[config.mk]
export PLATFORM = sky130hd
export DESIGN_NAME = pipe_issue_ctrl
export DESIGN_NICKNAME = d
export VERILOG_FILES = /design/src/rtl/pipe_issue_ctrl.sv
export SDC_FILE = /design/constraint.sdc
export NUM_CORES = 1
export LEC_CHECK = 0
export ABC_AREA = 1
export CORE_ASPECT_RATIO = 1.1
export CORE_UTILIZATION = 25
export DETAILED_ROUTE_END_ITERATION = 7
export GPL_TIMING_DRIVEN = 0
export PLACE_DENSITY = 0.5
export SLEW_MARGIN = 20
export SYNTH_ARGS = -nofsm -noshare
export SYNTH_HDL_FRONTEND = slang
export SYNTH_SLANG_ARGS = --single-unit
export TNS_END_PERCENT = 1
[constraint.sdc]
create_clock -name clk -period 9.9 [get_ports clk]
set_input_delay 1.98 -clock clk [delete_from_list [all_inputs] [get_ports clk]]
set_output_delay 1.98 -clock clk [all_outputs]
set_load 0.02 [all_outputs]
[src/rtl/pipe_issue_ctrl.sv]
// Issue controller: buffers instruction words in a FIFO and issues them in order to the decode stage.
// Stalls the FIFO head while any in-flight destination register matches one of its source registers.
module pipe_issue_ctrl #(
    parameter int DEPTH  = 4,
    parameter int WB_LAT = 3
) (
    input  logic        clk,
    input  logic        rst,
    input  logic        start,
    input  logic        flush,
    input  logic        in_valid,
    output logic        in_ready,
    input  logic [23:0] in_instr,
    output logic        iss_valid,
    output logic [3:0]  iss_func,
    output logic [3:0]  iss_rs1,
    output logic [3:0]  iss_rs2,
    output logic [3:0]  iss_rd,
    output logic [7:0]  iss_addr,
    output logic [1:0]  state,
    output logic        busy,
    output logic        flush_done,
    output logic [15:0] issue_cnt,
    output logic [15:0] stall_cnt
);
    localparam int AW = (DEPTH > 1) ? $clog2(DEPTH) : 1;
    localparam logic [AW:0] FULL = (AW + 1)'(DEPTH);

    typedef enum logic [1:0] {IDLE = 2'd0, RUN = 2'd1, DRAIN = 2'd2} state_t;

    state_t            state_r;
    state_t            state_nxt_s;
    logic [23:0]       fifo_r [DEPTH];
    logic [AW-1:0]     wr_ptr_r;
    logic [AW-1:0]     rd_ptr_r;
    logic [AW:0]       count_r;
    logic [AW:0]       count_nxt_s;
    logic [WB_LAT-1:0] sb_v_r;
    logic [3:0]        sb_rd_r [WB_LAT];
    logic [23:0]       head_s;
    logic              hazard_s;
    logic              push_s;
    logic              issue_s;
    logic              stall_s;
    logic              enter_drain_s;
    logic              nonempty_s;

    assign head_s        = fifo_r[rd_ptr_r];
    assign nonempty_s    = (count_r != {(AW + 1){1'b0}});
    assign push_s        = in_valid && in_ready;
    assign issue_s       = (state_r == RUN) && !flush && nonempty_s && !hazard_s;
    assign stall_s       = (state_r == RUN) && nonempty_s && hazard_s;
    assign enter_drain_s = (state_nxt_s == DRAIN) && (state_r != DRAIN);
    assign state         = state_r;
    assign busy          = (state_r != IDLE) || (|sb_v_r);

    // RAW check of the head's two sources against every in-flight destination
    always_comb begin
        hazard_s = 1'b0;
        for (int i = 0; i < WB_LAT; i++) begin
            if (sb_v_r[i] && ((sb_rd_r[i] == head_s[15:12]) || (sb_rd_r[i] == head_s[11:8]))) begin
                hazard_s = 1'b1;
            end else begin
                hazard_s = hazard_s;
            end
        end
    end

    // Next-state selection; flush has priority over start
    always_comb begin
        case (state_r)
            IDLE: begin
                if (flush) begin
                    state_nxt_s = DRAIN;
                end else if (start) begin
                    state_nxt_s = RUN;
                end else begin
                    state_nxt_s = IDLE;
                end
            end
            RUN: begin
                if (flush) begin
                    state_nxt_s = DRAIN;
                end else begin
                    state_nxt_s = RUN;
                end
            end
            DRAIN: begin
                if (~|sb_v_r) begin
                    state_nxt_s = IDLE;
                end else begin
                    state_nxt_s = DRAIN;
                end
            end
            default: state_nxt_s = IDLE;
        endcase
    end

    // Occupancy after this cycle's push/pop; entering DRAIN discards everything
    always_comb begin
        if (enter_drain_s) begin
            count_nxt_s = {(AW + 1){1'b0}};
        end else begin
            count_nxt_s = count_r + {{AW{1'b0}}, push_s} - {{AW{1'b0}}, issue_s};
        end
    end

    // FSM, FIFO storage and the registered ready/done flags
    always_ff @(posedge clk or posedge rst) begin
        if (rst) begin
            state_r    <= IDLE;
            count_r    <= {(AW + 1){1'b0}};
            wr_ptr_r   <= {AW{1'b0}};
            rd_ptr_r   <= {AW{1'b0}};
            in_ready   <= 1'b0;
            flush_done <= 1'b0;
            for (int i = 0; i < DEPTH; i++) begin
                fifo_r[i] <= 24'h000000;
            end
        end else begin
            state_r    <= state_nxt_s;
            count_r    <= count_nxt_s;
            in_ready   <= (count_nxt_s < FULL) && (state_nxt_s != DRAIN);
            flush_done <= (state_r == DRAIN) && (~|sb_v_r);
            if (enter_drain_s) begin
                wr_ptr_r <= {AW{1'b0}};
                rd_ptr_r <= {AW{1'b0}};
            end else begin
                if (push_s) begin
                    fifo_r[wr_ptr_r] <= in_instr;
                    wr_ptr_r         <= wr_ptr_r + AW'(1'b1);
                end
                if (issue_s) begin
                    rd_ptr_r <= rd_ptr_r + AW'(1'b1);
                end
            end
        end
    end

    // Scoreboard shift register and the registered issue port
    always_ff @(posedge clk or posedge rst) begin
        if (rst) begin
            sb_v_r    <= {WB_LAT{1'b0}};
            iss_valid <= 1'b0;
            iss_func  <= 4'd0;
            iss_rs1   <= 4'd0;
            iss_rs2   <= 4'd0;
            iss_rd    <= 4'd0;
            iss_addr  <= 8'd0;
            for (int i = 0; i < WB_LAT; i++) begin
                sb_rd_r[i] <= 4'd0;
            end
        end else begin
            sb_v_r[0]  <= issue_s;
            sb_rd_r[0] <= head_s[19:16];
            for (int i = 1; i < WB_LAT; i++) begin
                sb_v_r[i]  <= sb_v_r[i-1];
                sb_rd_r[i] <= sb_rd_r[i-1];
            end
            iss_valid <= issue_s;
            if (issue_s) begin
                iss_func <= head_s[23:20];
                iss_rd   <= head_s[19:16];
                iss_rs1  <= head_s[15:12];
                iss_rs2  <= head_s[11:8];
                iss_addr <= head_s[7:0];
            end
        end
    end

    // Saturating performance counters
    always_ff @(posedge clk or posedge rst) begin
        if (rst) begin
            issue_cnt <= 16'd0;
            stall_cnt <= 16'd0;
        end else begin
            if (issue_s && (issue_cnt != 16'hFFFF)) begin
                issue_cnt <= issue_cnt + 16'd1;
            end
            if (stall_s && (stall_cnt != 16'hFFFF)) begin
                stall_cnt <= stall_cnt + 16'd1;
            end
        end
    end
endmodule
==> reports/metrics.yaml <==
critical_path:
  setup.worst_path.class: "input pin to flop"
  critical_path_peak_fanout: 10
  worst_setup_path_start_kind: "input pin"
  cp.required_ns: 10.25
  timing.critical_path.depth: 9
  crit_arrival_ns: 4.53
  critical_path.cell_chain: "clkdlybuf4s50_1 > inv_1 > nor2_1 > nor2_1 > nand2_1 > clkbuf_1 > clkbuf_1 > nand2_1 > o21ai_0"
  reg2reg_depth: 21
  critical-path-max-stage-delay_ns: 0.64
  critical_path_sink_type: "flop"
  critPathBufInv: 4
  cp_slowest_cell: "sky130_fd_sc_hd__clkbuf_1"
  worst_path_dominant_cell_family: "buffers and inverters"
sta:
  finalClockSkew_ns: 0.01486
  slew_viol_final: 0
  timing.final.ws_setup_ns: 5.720
  finalSetupTns_ns: 0
  fin_crit_ns: 4.180
  timing.slew.headroom: 0.4987
  hold_ws_ns: 0.4286
  setup_repair_after_global_routing_missed_its_margin: "false"
  max_freq_ghz: 0.2393
  setup_viol: 0
  timing_hold_violations_final: 0
  timing_worst_slew_pin_value_ns: 0.7520
  finalCritPeriodShare: 0.4222
clock_network:
  cts_tree: "built"
  hold_buffer_count_at_cts: 0
  clock_tree.buffer_depth: 2
  numClockSinks: 178
  tritoncts.num_buffers: 17
  clock_tree.root_cell: "sky130_fd_sc_hd__clkbuf_16"
  cts-htree-levels: 4
  cts.reportedPaths.clkPinSlew_ns: 0.08
  cts_resized: 0
  clk_latency_ns: 0.44
  postCtsSetupRepairBufs: 0
power_and_ir_drop:
  power.density_nw_per_um2: 260.1
  power_switching_share: 0.3862
  p_leak_nw: 5.023
  p_int_mw: 1.689
  finalPower_mw: 2.751
  clock_power_share: 0.245
  peakVddDrop_uv: 110.2
  power.net_switching_mw: 1.063
  combPwrFrac: 0.342
  power_frac_seq: 0.412
cells_and_area:
  number_of_fill_cells_in_the_layout: 3570
  final_net_count: 1168
  finalInstanceArea_um2: 10580
  share_of_final_layout_standard_cells_stronger_than_drive_strength_1: 0.07787
  flow.area_growth_from_synthesis_pct: 24.17
  number_of_standard_cells_in_the_layout_taps_in_and_fillers_out: 1575
  num_antenna_cells: 0
  post-route-util: 0.3170
yosys:
  ys_seq_elements: 178
  dominantRegCellSynth: "sky130_fd_sc_hd__dfrtp_1"
  most_used_standard_cell_by_instance_count_after_synthesis: "sky130_fd_sc_hd__nand2_1"
  synth_cell_type_count: 32
  syn_area_cell_um2: 8.352
  post_synth_inst_count: 1020
  synthesis.nets: 1058
  synthDominantAreaCellType: "sky130_fd_sc_hd__dfrtp_1"
  synth_edf_count: 0
  synth-seq-area-share: 0.5228
  ys_top_cells_by_area: "sky130_fd_sc_hd__dfrtp_1 (52%), sky130_fd_sc_hd__nand2_1 (15%), sky130_fd_sc_hd__o21ai_0 (7.8%), sky130_fd_sc_hd__inv_1 (3.2%), sky130_fd_sc_hd__nand4_1 (2.6%)"
  yosys-top-cells-count: "sky130_fd_sc_hd__nand2_1 (333), sky130_fd_sc_hd__dfrtp_1 (178), sky130_fd_sc_hd__o21ai_0 (132)"
  synth_async_sr_flop_share: 1.000
  synth_top_area_frac: 0.5228
  synthesis.area_um2: 8519
  synth-warning-count: 0
place:
  post-dp-hpwl_mm: 17.10
  port_buffers: 90
  postPlaceCellArea_um2: 9996
  dpl_worst_slack_ns: 5.290
  numPlacedInstances: 1543
  gp_routability_congestion: 0.7983
drt:
  remaining_number_of_nets_flagged_by_the_antenna_check_after_routing: 0
  detailed_route_wire_length_per_cell_um: 15.53
  dr_total_vias: 7153
  avgViaCountPerCell: 4.542
  uppermost_metal_layer_occupied_by_signal_nets: "met4"
  drt_iter0_drc: 448
  detail_route.first_pass.iterations: 5
  dr_wl_met2_mm: 11.45
  detail_route.wirelength.met1_mm: 11.54
  drc: 0
  routed_wl_mm: 24.46
  wl_met3_mm: 1.154
global_routing:
  global_route_total_overflow: 0
  grt_pass1_vias: 7098
  global_route_wire_length_before_repair_mm: 40.04
  globalRouteTotalUtil: 0.1480
  antenna_found_initial: 0
  grt_start_max_net_pins: 99
die:
  die_area_um2: 34820
  die_height_um: 195.6
  core-area_um2: 33370
  io_pins: 91
  die_width_um: 178.0
  start_util: 0.2553
  rows: 70
worst_hold_path:
  worstHoldPathType: "flop to flop"
  timing.hold.worst_path_depth: 0
run_status:
  run_status: "completed"
job:
  cap_viol_max_count: 0
worst reg2reg max path: stages, from the launching register on:
cell and delay, ns:
sky130_fd_sc_hd__dfrtp_1 0.38, sky130_fd_sc_hd__buf_6 0.16, sky130_fd_sc_hd__inv_4 0.12, sky130_fd_sc_hd__buf_6 0.17, sky130_fd_sc_hd__nand3_2 0.15, sky130_fd_sc_hd__nand2_2 0.14, sky130_fd_sc_hd__nand2_1 0.07, sky130_fd_sc_hd__nand2_1 0.07
sky130_fd_sc_hd__nor2_1 0.05, sky130_fd_sc_hd__nand2_1 0.05, sky130_fd_sc_hd__nand2_1 0.09, sky130_fd_sc_hd__nand2_2 0.10, sky130_fd_sc_hd__nand3_4 0.19, sky130_fd_sc_hd__nor2_8 0.26, sky130_fd_sc_hd__buf_6 0.19, sky130_fd_sc_hd__ha_1 0.15
sky130_fd_sc_hd__inv_1 0.04, sky130_fd_sc_hd__ha_1 0.18, sky130_fd_sc_hd__fa_1 0.38, sky130_fd_sc_hd__xor2_1 0.19, sky130_fd_sc_hd__inv_1 0.06, sky130_fd_sc_hd__nor2_1 0.08
logic make-up (layout without fill, tap and decap cells):
logic type	after synthesis	in the layout	synth area share
compound gates	160	160	0.09678
xor+xnor	29	29	0.02981
fa+ha+maj	9	9	0.01410
buf+inv	125	248	0.06609
flops	178	178	0.5228
simple gates	519	519	0.2704
layer usage:
| metal | track usage | up-vias |
|---|---|---|
| li1 | - | 3530 |
| met1 | 0.2086 | 3423 |
| met2 | 0.2352 | 178 |
| met3 | 0.02181 | 22 |
| met4 | 0.03799 | 0 |
| met5 | 0 | - |
state kept, by name, summed over array words and instances, names as in the netlist, 3 cells and up:
register and count:
fifo_r 96, sb_rd_r 12, stall_cnt 16, iss_rd 4, iss_rs2 4, issue_cnt 16, sb_v_r 3, iss_rs1 4
iss_addr 8, count_r 3, iss_func 4
layout by cell type, fill, tap and decap left out, drive strengths merged, types with 16 or more instances in the layout:
master / count
nor2: 62
dfrtp: 178
o21ai: 140
xor2: 22
o22ai: 16
buf: 20
nand4: 36
clkbuf: 48
inv: 84
nand2: 346
clkdlybuf4s50: 90
nand3: 57
layout make-up:
type                       instances  area, µm²  share of cell area
buffer                            50      276.5             0.02614
sequential                       178       4454              0.4211
clock inverter                    15      157.7             0.01490
multi-input combinational        717       3502              0.3310
tap                              432      540.5             0.05109
clock buffer                      17      425.4             0.04021
timing repair buffer              91      928.4             0.08776
inverter                          75      294.0             0.02779
final timing paths:
kind / from / endpoint / slack [ns]
worst max-delay path: flush / fifo_r[55]$_DFFE_PP0P_ / 5.72
worst min-delay path: sb_rd_r[8]$_DFF_PP0_ / sb_rd_r[4]$_DFF_PP0_ / 0.43
worst max register to register: rd_ptr_r[1]$_DFFE_PP0P_ / count_r[2]$_DFF_PP0_ / 6.57
worst min register to register: sb_rd_r[8]$_DFF_PP0_ / sb_rd_r[4]$_DFF_PP0_ / 0.43
max in group asynchronous: rst / iss_rs2[1]$_DFFE_PP0P_ / 7.00
min in group asynchronous: rst / stall_cnt[4]$_DFFE_PP0P_ / 2.01
power by group through the flow:
| stage | registers, mW | logic [mW] | clock network [mW] |
|---|---|---|---|
| after detailed placement | 1.15 | 0.957 | 0 |
| after global routing | 1.17 | 1.07 | 0.718 |
| after floorplan | 1.18 | 0.561 | 0 |
| final | 1.13 | 0.942 | 0.675 |
| after global placement | 1.14 | 0.943 | 0 |
| after CTS | 1.13 | 0.958 | 0.689 |
No activity file was read; power rests on OpenSTA's default activity.
